[src/rtl/uart_rx_frame_check.sv]
// UART RX frame checker: start/parity/stop checks, per-frame valid/err pulse, sticky flags, optional counters (UART_ERR_CNT_EN).
// Flags and pulses are registered one cycle after their strobe. There is no backpressure: one check strobe is accepted every cycle.
module uart_rx_frame_check #(
  parameter int DATA_WIDTH = 8,
  parameter int CNT_WIDTH  = 8
) (
  input  logic                  CLK,
  input  logic                  RST,
  input  logic                  sampled_bit,
  input  logic [DATA_WIDTH-1:0] P_DATA,
  input  logic                  PAR_EN,
  input  logic [1:0]            PAR_TYP,
  input  logic                  strt_chk_en,
  input  logic                  par_chk_en,
  input  logic                  stp_chk_en,
  input  logic                  frame_done,
  input  logic                  clr_err,
  output logic                  strt_err,
  output logic                  par_err,
  output logic                  stp_err,
  output logic                  frame_valid,
  output logic                  frame_err,
  output logic [2:0]            err_sticky,
  output logic [CNT_WIDTH-1:0]  par_err_cnt,
  output logic [CNT_WIDTH-1:0]  stp_err_cnt
);

  logic exp_par;
  logic strt_nxt, par_nxt, stp_nxt;
  logic chk_any, any_err;

  always_comb begin
    exp_par = 1'b0;
    case (PAR_TYP)
      2'b00:   exp_par = ^P_DATA;
      2'b01:   exp_par = ~^P_DATA;
      2'b10:   exp_par = 1'b1;
      default: exp_par = 1'b0;
    endcase
  end

  // A flag's own strobe beats the new-frame clear from strt_chk_en.
  always_comb begin
    strt_nxt = strt_chk_en ? sampled_bit : strt_err;
    par_nxt  = (par_chk_en && PAR_EN) ? (sampled_bit != exp_par)
             : (strt_chk_en ? 1'b0 : par_err);
    stp_nxt  = stp_chk_en ? ~sampled_bit : (strt_chk_en ? 1'b0 : stp_err);
    chk_any  = strt_chk_en | (par_chk_en & PAR_EN) | stp_chk_en;
    any_err  = strt_nxt | par_nxt | stp_nxt;
  end

  always_ff @(posedge CLK or posedge RST) begin
    if (RST) begin
      strt_err    <= 1'b0;
      par_err     <= 1'b0;
      stp_err     <= 1'b0;
      frame_valid <= 1'b0;
      frame_err   <= 1'b0;
    end else begin
      strt_err    <= strt_nxt;
      par_err     <= par_nxt;
      stp_err     <= stp_nxt;
      frame_valid <= frame_done & ~any_err;
      frame_err   <= frame_done & any_err;
    end
  end

  always_ff @(posedge CLK or posedge RST) begin
    if (RST) begin
      err_sticky <= 3'b000;
    end else if (clr_err) begin
      err_sticky <= 3'b000;
    end else if (chk_any) begin
      err_sticky <= err_sticky | {stp_nxt, par_nxt, strt_nxt};
    end
  end

`ifdef UART_ERR_CNT_EN
  localparam logic [CNT_WIDTH-1:0] CNT_MAX = '1;
  localparam logic [CNT_WIDTH-1:0] CNT_ONE = {{(CNT_WIDTH-1){1'b0}}, 1'b1};

  logic [CNT_WIDTH-1:0] par_cnt_q, stp_cnt_q;

  // Saturating counters; clr_err wins over a same-cycle increment.
  always_ff @(posedge CLK or posedge RST) begin
    if (RST) begin
      par_cnt_q <= '0;
      stp_cnt_q <= '0;
    end else if (clr_err) begin
      par_cnt_q <= '0;
      stp_cnt_q <= '0;
    end else if (frame_done) begin
      if (par_nxt && (par_cnt_q != CNT_MAX)) par_cnt_q <= par_cnt_q + CNT_ONE;
      if (stp_nxt && (stp_cnt_q != CNT_MAX)) stp_cnt_q <= stp_cnt_q + CNT_ONE;
    end
  end

  assign par_err_cnt = par_cnt_q;
  assign stp_err_cnt = stp_cnt_q;
`else
  assign par_err_cnt = '0;
  assign stp_err_cnt = '0;
`endif

endmodule

[config.mk]
export PLATFORM = sky130hd
export DESIGN_NAME = uart_rx_frame_check
export DESIGN_NICKNAME = d
export VERILOG_FILES = /design/src/rtl/uart_rx_frame_check.sv
export SDC_FILE = /design/constraint.sdc
export NUM_CORES = 1
export LEC_CHECK = 0
export BUFFER_PORTS_ARGS = -buffer_cell sky130_fd_sc_hd__buf_4
export CAP_MARGIN = 20
export CELL_PAD_IN_SITES_DETAIL_PLACEMENT = 0
export CELL_PAD_IN_SITES_GLOBAL_PLACEMENT = 1
export CORE_ASPECT_RATIO = 1.1
export CORE_MARGIN = 1.5
export CORE_UTILIZATION = 27
export DETAILED_ROUTE_END_ITERATION = 8
export GPL_TIMING_DRIVEN = 1
export PLACE_DENSITY_LB_ADDON = 0.25
export SLEW_MARGIN = 40
export SYNTH_ARGS = -nofsm -noshare
export SYNTH_HDL_FRONTEND = slang
export SYNTH_SLANG_ARGS = --single-unit
[constraint.sdc]
create_clock -name CLK -period 2.1 [get_ports CLK]
set_input_delay 0.315 -clock CLK [delete_from_list [all_inputs] [get_ports CLK]]
set_output_delay 0.315 -clock CLK [all_outputs]
set_load 0.1 [all_outputs]
======== Word level (Yosys, flattened, before mapping) ========
Index checks and enable logic that the tools add are counted.
storage, ports and cells
  bits in registers ....................... 8
  output and inout bits ................... 24
  bits of input ports ..................... 19
  logic and storage cells ................. 32
cells by class
  equality and inequality tests ........... 3
  mux-type cells .......................... 8
  reductions and logical operators ........ 5
  bitwise gates (word level) .............. 10
operators by type and width
  cell                                                                    count
  8-bit XNOR reduction                                                    1
  8-bit parity                                                            1
  3-bit two-way mux                                                       2
  1-bit two-way mux                                                       5
  1-bit OR                                                                4
  1-bit AND                                                               3
  3-bit OR                                                                1
  1-bit one-hot mux with 3 select lines                                   1
  2-bit by 1-bit equality test with 1-bit output (second input constant)  1
  2-bit equality test (second input constant)                             1
  2-bit logical NOT                                                       1
  1-bit NOT                                                               2
  2-bit nonzero test                                                      1
  1-bit logical AND                                                       1
  1-bit != test                                                           1

======== Longest topological paths before layout ========
  word-level depth ........................ 8
  mapped depth ............................ 5
  depth with buffers taken out ............ 5

======== Least setup slack after synthesis ========
No wires, ideal clock.
  kind .................................... reg-to-reg
  from .................................... register strt_err
  to ...................................... register frame_valid
  data arrival time ....................... 1.576 ns
  clock period less this slack ............ 1.644 ns
  required time ........................... 2.032 ns
  path buffers ............................ 0
  slack ................................... 0.456 ns
  library setup time ...................... 0.068 ns
  stages on the path, launching flop included .. 4
  cell sequence ........................... dfrtp_1 -> mux2_2 -> nor3b_1 -> and4_1
between the ends
  word-level cells in the longest chain between the ends .. 5
ends and longest elaborated chain
  element                 RTL line  text
  start, declared         18        output logic strt_err,
  start signal, assigned  60        strt_err <= strt_nxt;
  1-bit two-way mux       44        strt_nxt = strt_chk_en ? sampled_bit : strt_err;
  via strt_nxt            29        logic strt_nxt, par_nxt, stp_nxt;
  1-bit OR (2 in a row)   49        any_err = strt_nxt | par_nxt | stp_nxt;
  1-bit NOT               63        frame_valid <= frame_done & ~any_err;
  1-bit AND               63
  end signal, assigned    63
  end, declared           21        output logic frame_valid,
The timed path passes the listed nets, and every way through them passes these cells.
A chain may end at the register's enable or synchronous reset.

======== Worst setup path in the final report ========
  from .................................... input P_DATA[3]
  to ...................................... register err_sticky[1]
between the ends
  word-level cells in the longest chain between the ends .. 7
  elaborated cells between the ends (all ways) .. 8
  classes of those cells .................. eq/ne (1); mux (4); bitwise (1); reduce/logical (2)
ends and longest elaborated chain
  element                                                      RTL line  text
  start, declared                                              10        input logic [DATA_WIDTH-1:0] P_DATA,
  8-bit XNOR reduction / 8-bit parity (equally long branches)  36, 35
  1-bit one-hot mux with 3 select lines (*)                    34        case (PAR_TYP)
  1-bit != test (*)                                            45        par_nxt = (par_chk_en && PAR_EN) ? (sampled_bit != exp_par)
  1-bit two-way mux (*)                                        45
  3-bit OR (*)                                                 74        err_sticky <= err_sticky | {stp_nxt, par_nxt, strt_nxt};
  3-bit two-way mux (*)                                        73        end else if (chk_any) begin
  3-bit two-way mux (*)                                        71        end else if (clr_err) begin
  end signal, assigned                                         74
  end, declared                                                23        output logic [2:0] err_sticky,
Mark *: on every way between the ends. The rest lies on a longest branch, timed or not. The select of a mux whose other input is x is not followed.

==> impl_metrics.csv <==
group,metric,value,unit
synthesis,synth-seq-area-share,37.12,%
routing,ant_nets,0,
global_route,groute.usage.overall,9.558,%
cts,htree_num_levels,1,
synthesis,synth_top_area_cell,"dfrtp_1",
power,ir_worst_vdd,0.2697,mV
global_route,antenna_found_initial,0,
place,io_buffers,26,
synthesis,async_flop_share,100.0,%
timing,hold_slack,9.278,ps
floorplan,fp.dieArea,2275,um^2
final_layout,antenna_cells,0,
power,power_leakage,0.3768,nW
final_layout,instances_no_fill,111,
cts,clock_latency,250,ps
synthesis,syn_area_per_cell,9.630,um^2
routing,via_per_inst,3.793,
worst_setup_path,reg2regPathDepth,3,
global_route,grt_pass1_vias,387,
worst_setup_path,crit_fanout,4,
timing,fin_crit,1522,ps
final_layout,nNetsFinal,105,
synthesis,synth_edf_count,0,
worst_setup_path,r2r_setup_slack,880,ps
cts,cts_hold_buf,0,
synthesis,yosysMostFrequentCell,"buf_4",
routing,drt_iter0_drc,2,
place,dp.cells,108,
timing,skew,3.481,ps
floorplan,io_pins,43,
routing,drt_pre_antenna_iters,4,
synthesis,synth_seq_cells,8,
global_route,grt_max_degree,9,
cts,tritoncts,"done",
place,dp.final_hpwl,847.7,um
worst_setup_path,critical_path_required,2250,ps
cts,path_clk_slew,50,ps
worst_setup_path,cp.arrival,1680,ps
run_status,status,"finished, final reports clean",
power,p_per_area,900.6,nW/um^2
timing,finalCritPeriodShare,72.46,%
power,finalPower,0.6547,mW
synthesis,synth.distinct_cells,19,
place,dpl_cell_area,704.4,um^2
synthesis,synthCells,56,
synthesis,syn-cell-area,539.3,um^2
floorplan,core_area,1822,um^2
cts,numCtsBuffers,3,
synthesis,yosys-top-cells-area,"dfrtp_1, buf_4, xnor2_1",
cts,cts_root_buf,"clkbuf_4",
synthesis,synth_commonest_cells,"buf_4, dfrtp_1, xnor2_1",
timing,tns,0,ps
routing,wl_per_cell,8.829,um
floorplan,start_util,29.60,%
cts,cts_resized,0,
final_layout,area_growth_syn_to_layout,34.80,%
final_layout,layout-drive-gt1-share,38.10,%
floorplan,rows,16,
cts,postCtsSetupRepairBufs,0,
timing,slew_violations,0,
global_route,grt_overflow_total,0,
synthesis,synth.top_cell.area_share,37.12,%
place,place_congestion,0.7283,
synthesis,ys.flop_type,"dfrtp_1",
hold_path,min_path_type,"in -> async",
routing,drt_wl_total,980,um
job,cap_viol_max_count,0,
worst_setup_path,critPathKind,"in -> reg",
timing,finalHoldViolCount,0,
cts,clockBufferDepth,2,
cts,cts_sinks,8,
worst_setup_path,critPathLaunchType,"input port",
global_route,grt_pass1_wl,1.545,mm
timing,fmax,657.2,MHz
routing,drc,0,
floorplan,die_y,49.87,um
final_layout,stdcell_area,726.9,um^2
timing,setup_viol,0,
routing,route.vias.total,421,
floorplan,dieWidth,45.61,um
worst_setup_path,end_kind,"flip-flop",
timing,grt_setup_unrepaired,"no",
synthesis,yosys_warnings,0,
## cell type report
class / instances / area, um^2
clock buffer: 3 / 22.52
inverter: 2 / 7.507
timing repair buffer: 26 / 195.2
fill: 191 / 1095
multi-input combinational: 45 / 267.8
tap: 27 / 33.78
sequential: 8 / 200.2
## through the flow
step | worst slack (ps) | util (%)
after floorplan | 456.1 | -
after global placement | 348.7 | 38.67
after detailed placement | 306.7 | 38.67
after CTS | 577.4 | 39.90
after global routing | 526.4 | 39.90
final | 578.4 | 39.90
## flip-flops by register name, indices dropped and copies added, names as in the netlist
| name | cells |
|---|---|
| par_err | 1 |
| err_sticky | 3 |
| frame_valid | 1 |
| stp_err | 1 |
| strt_err | 1 |
| frame_err | 1 |
## cells in the final DEF (no fill, tap or decap)
master,instances
a21oi_1,4
a311oi_2,1
a31oi_1,1
and4_1,1
buf_4,26
clkbuf_4,3
conb_1,16
dfrtp_1,8
inv_1,2
mux2_2,1
mux2i_1,1
nand2_1,2
nand2b_1,2
nand3_1,1
nor2_1,4
nor3b_1,1
o21ai_1,1
or4b_4,1
xnor2_1,6
xor2_1,2
## report_power, final
| part | total [mW] | switching (mW) | internal [mW] |
|---|---|---|---|
| combinational | 0.362 | 0.289 | 0.0727 |
| clock | 0.114 | 0.0488 | 0.0652 |
| sequential | 0.179 | 0.00865 | 0.170 |
## worst paths after layout
path | from | to
worst min register to register | err_sticky[2] | err_sticky[2]
min in group CLK | clr_err | err_sticky[0]
worst max-delay path | P_DATA[3] | err_sticky[1]
max in group asynchronous | RST | err_sticky[2]
worst min-delay path | RST | err_sticky[0]
worst max register to register | strt_err | frame_valid
## critical path, stage by stage
cell	delay, ps
buf_4	110
xor2_1	150
xnor2_1	180
xnor2_1	110
or4b_4	550
a311oi_2	250
## per-layer routing
layer	part of all wire, %	global-route usage (%)	vias to the layer above	wire (um)
li1	-	-	208	-
met1	36	11.51	185	357
met2	52	14.08	28	510
met3	11	1.099	0	111
met4	0	8.824	0	0
met5	0	0	-	0
## kinds of logic (layout without fill, tap and decap cells)
kind of cell | after synthesis | count (layout) | share of synthesized area, %
buffers and inverters | 18 | 31 | 23.67
AND/OR/NAND/NOR | 12 | 12 | 12.99
XOR/XNOR | 8 | 8 | 12.99
flip-flops | 8 | 8 | 37.12
AO/OA/AOI/OAI | 7 | 7 | 8.584
multiplexers | 2 | 2 | 3.944
other | 1 | 16 | 0.6954
Power figures use the tool's default switching activity.
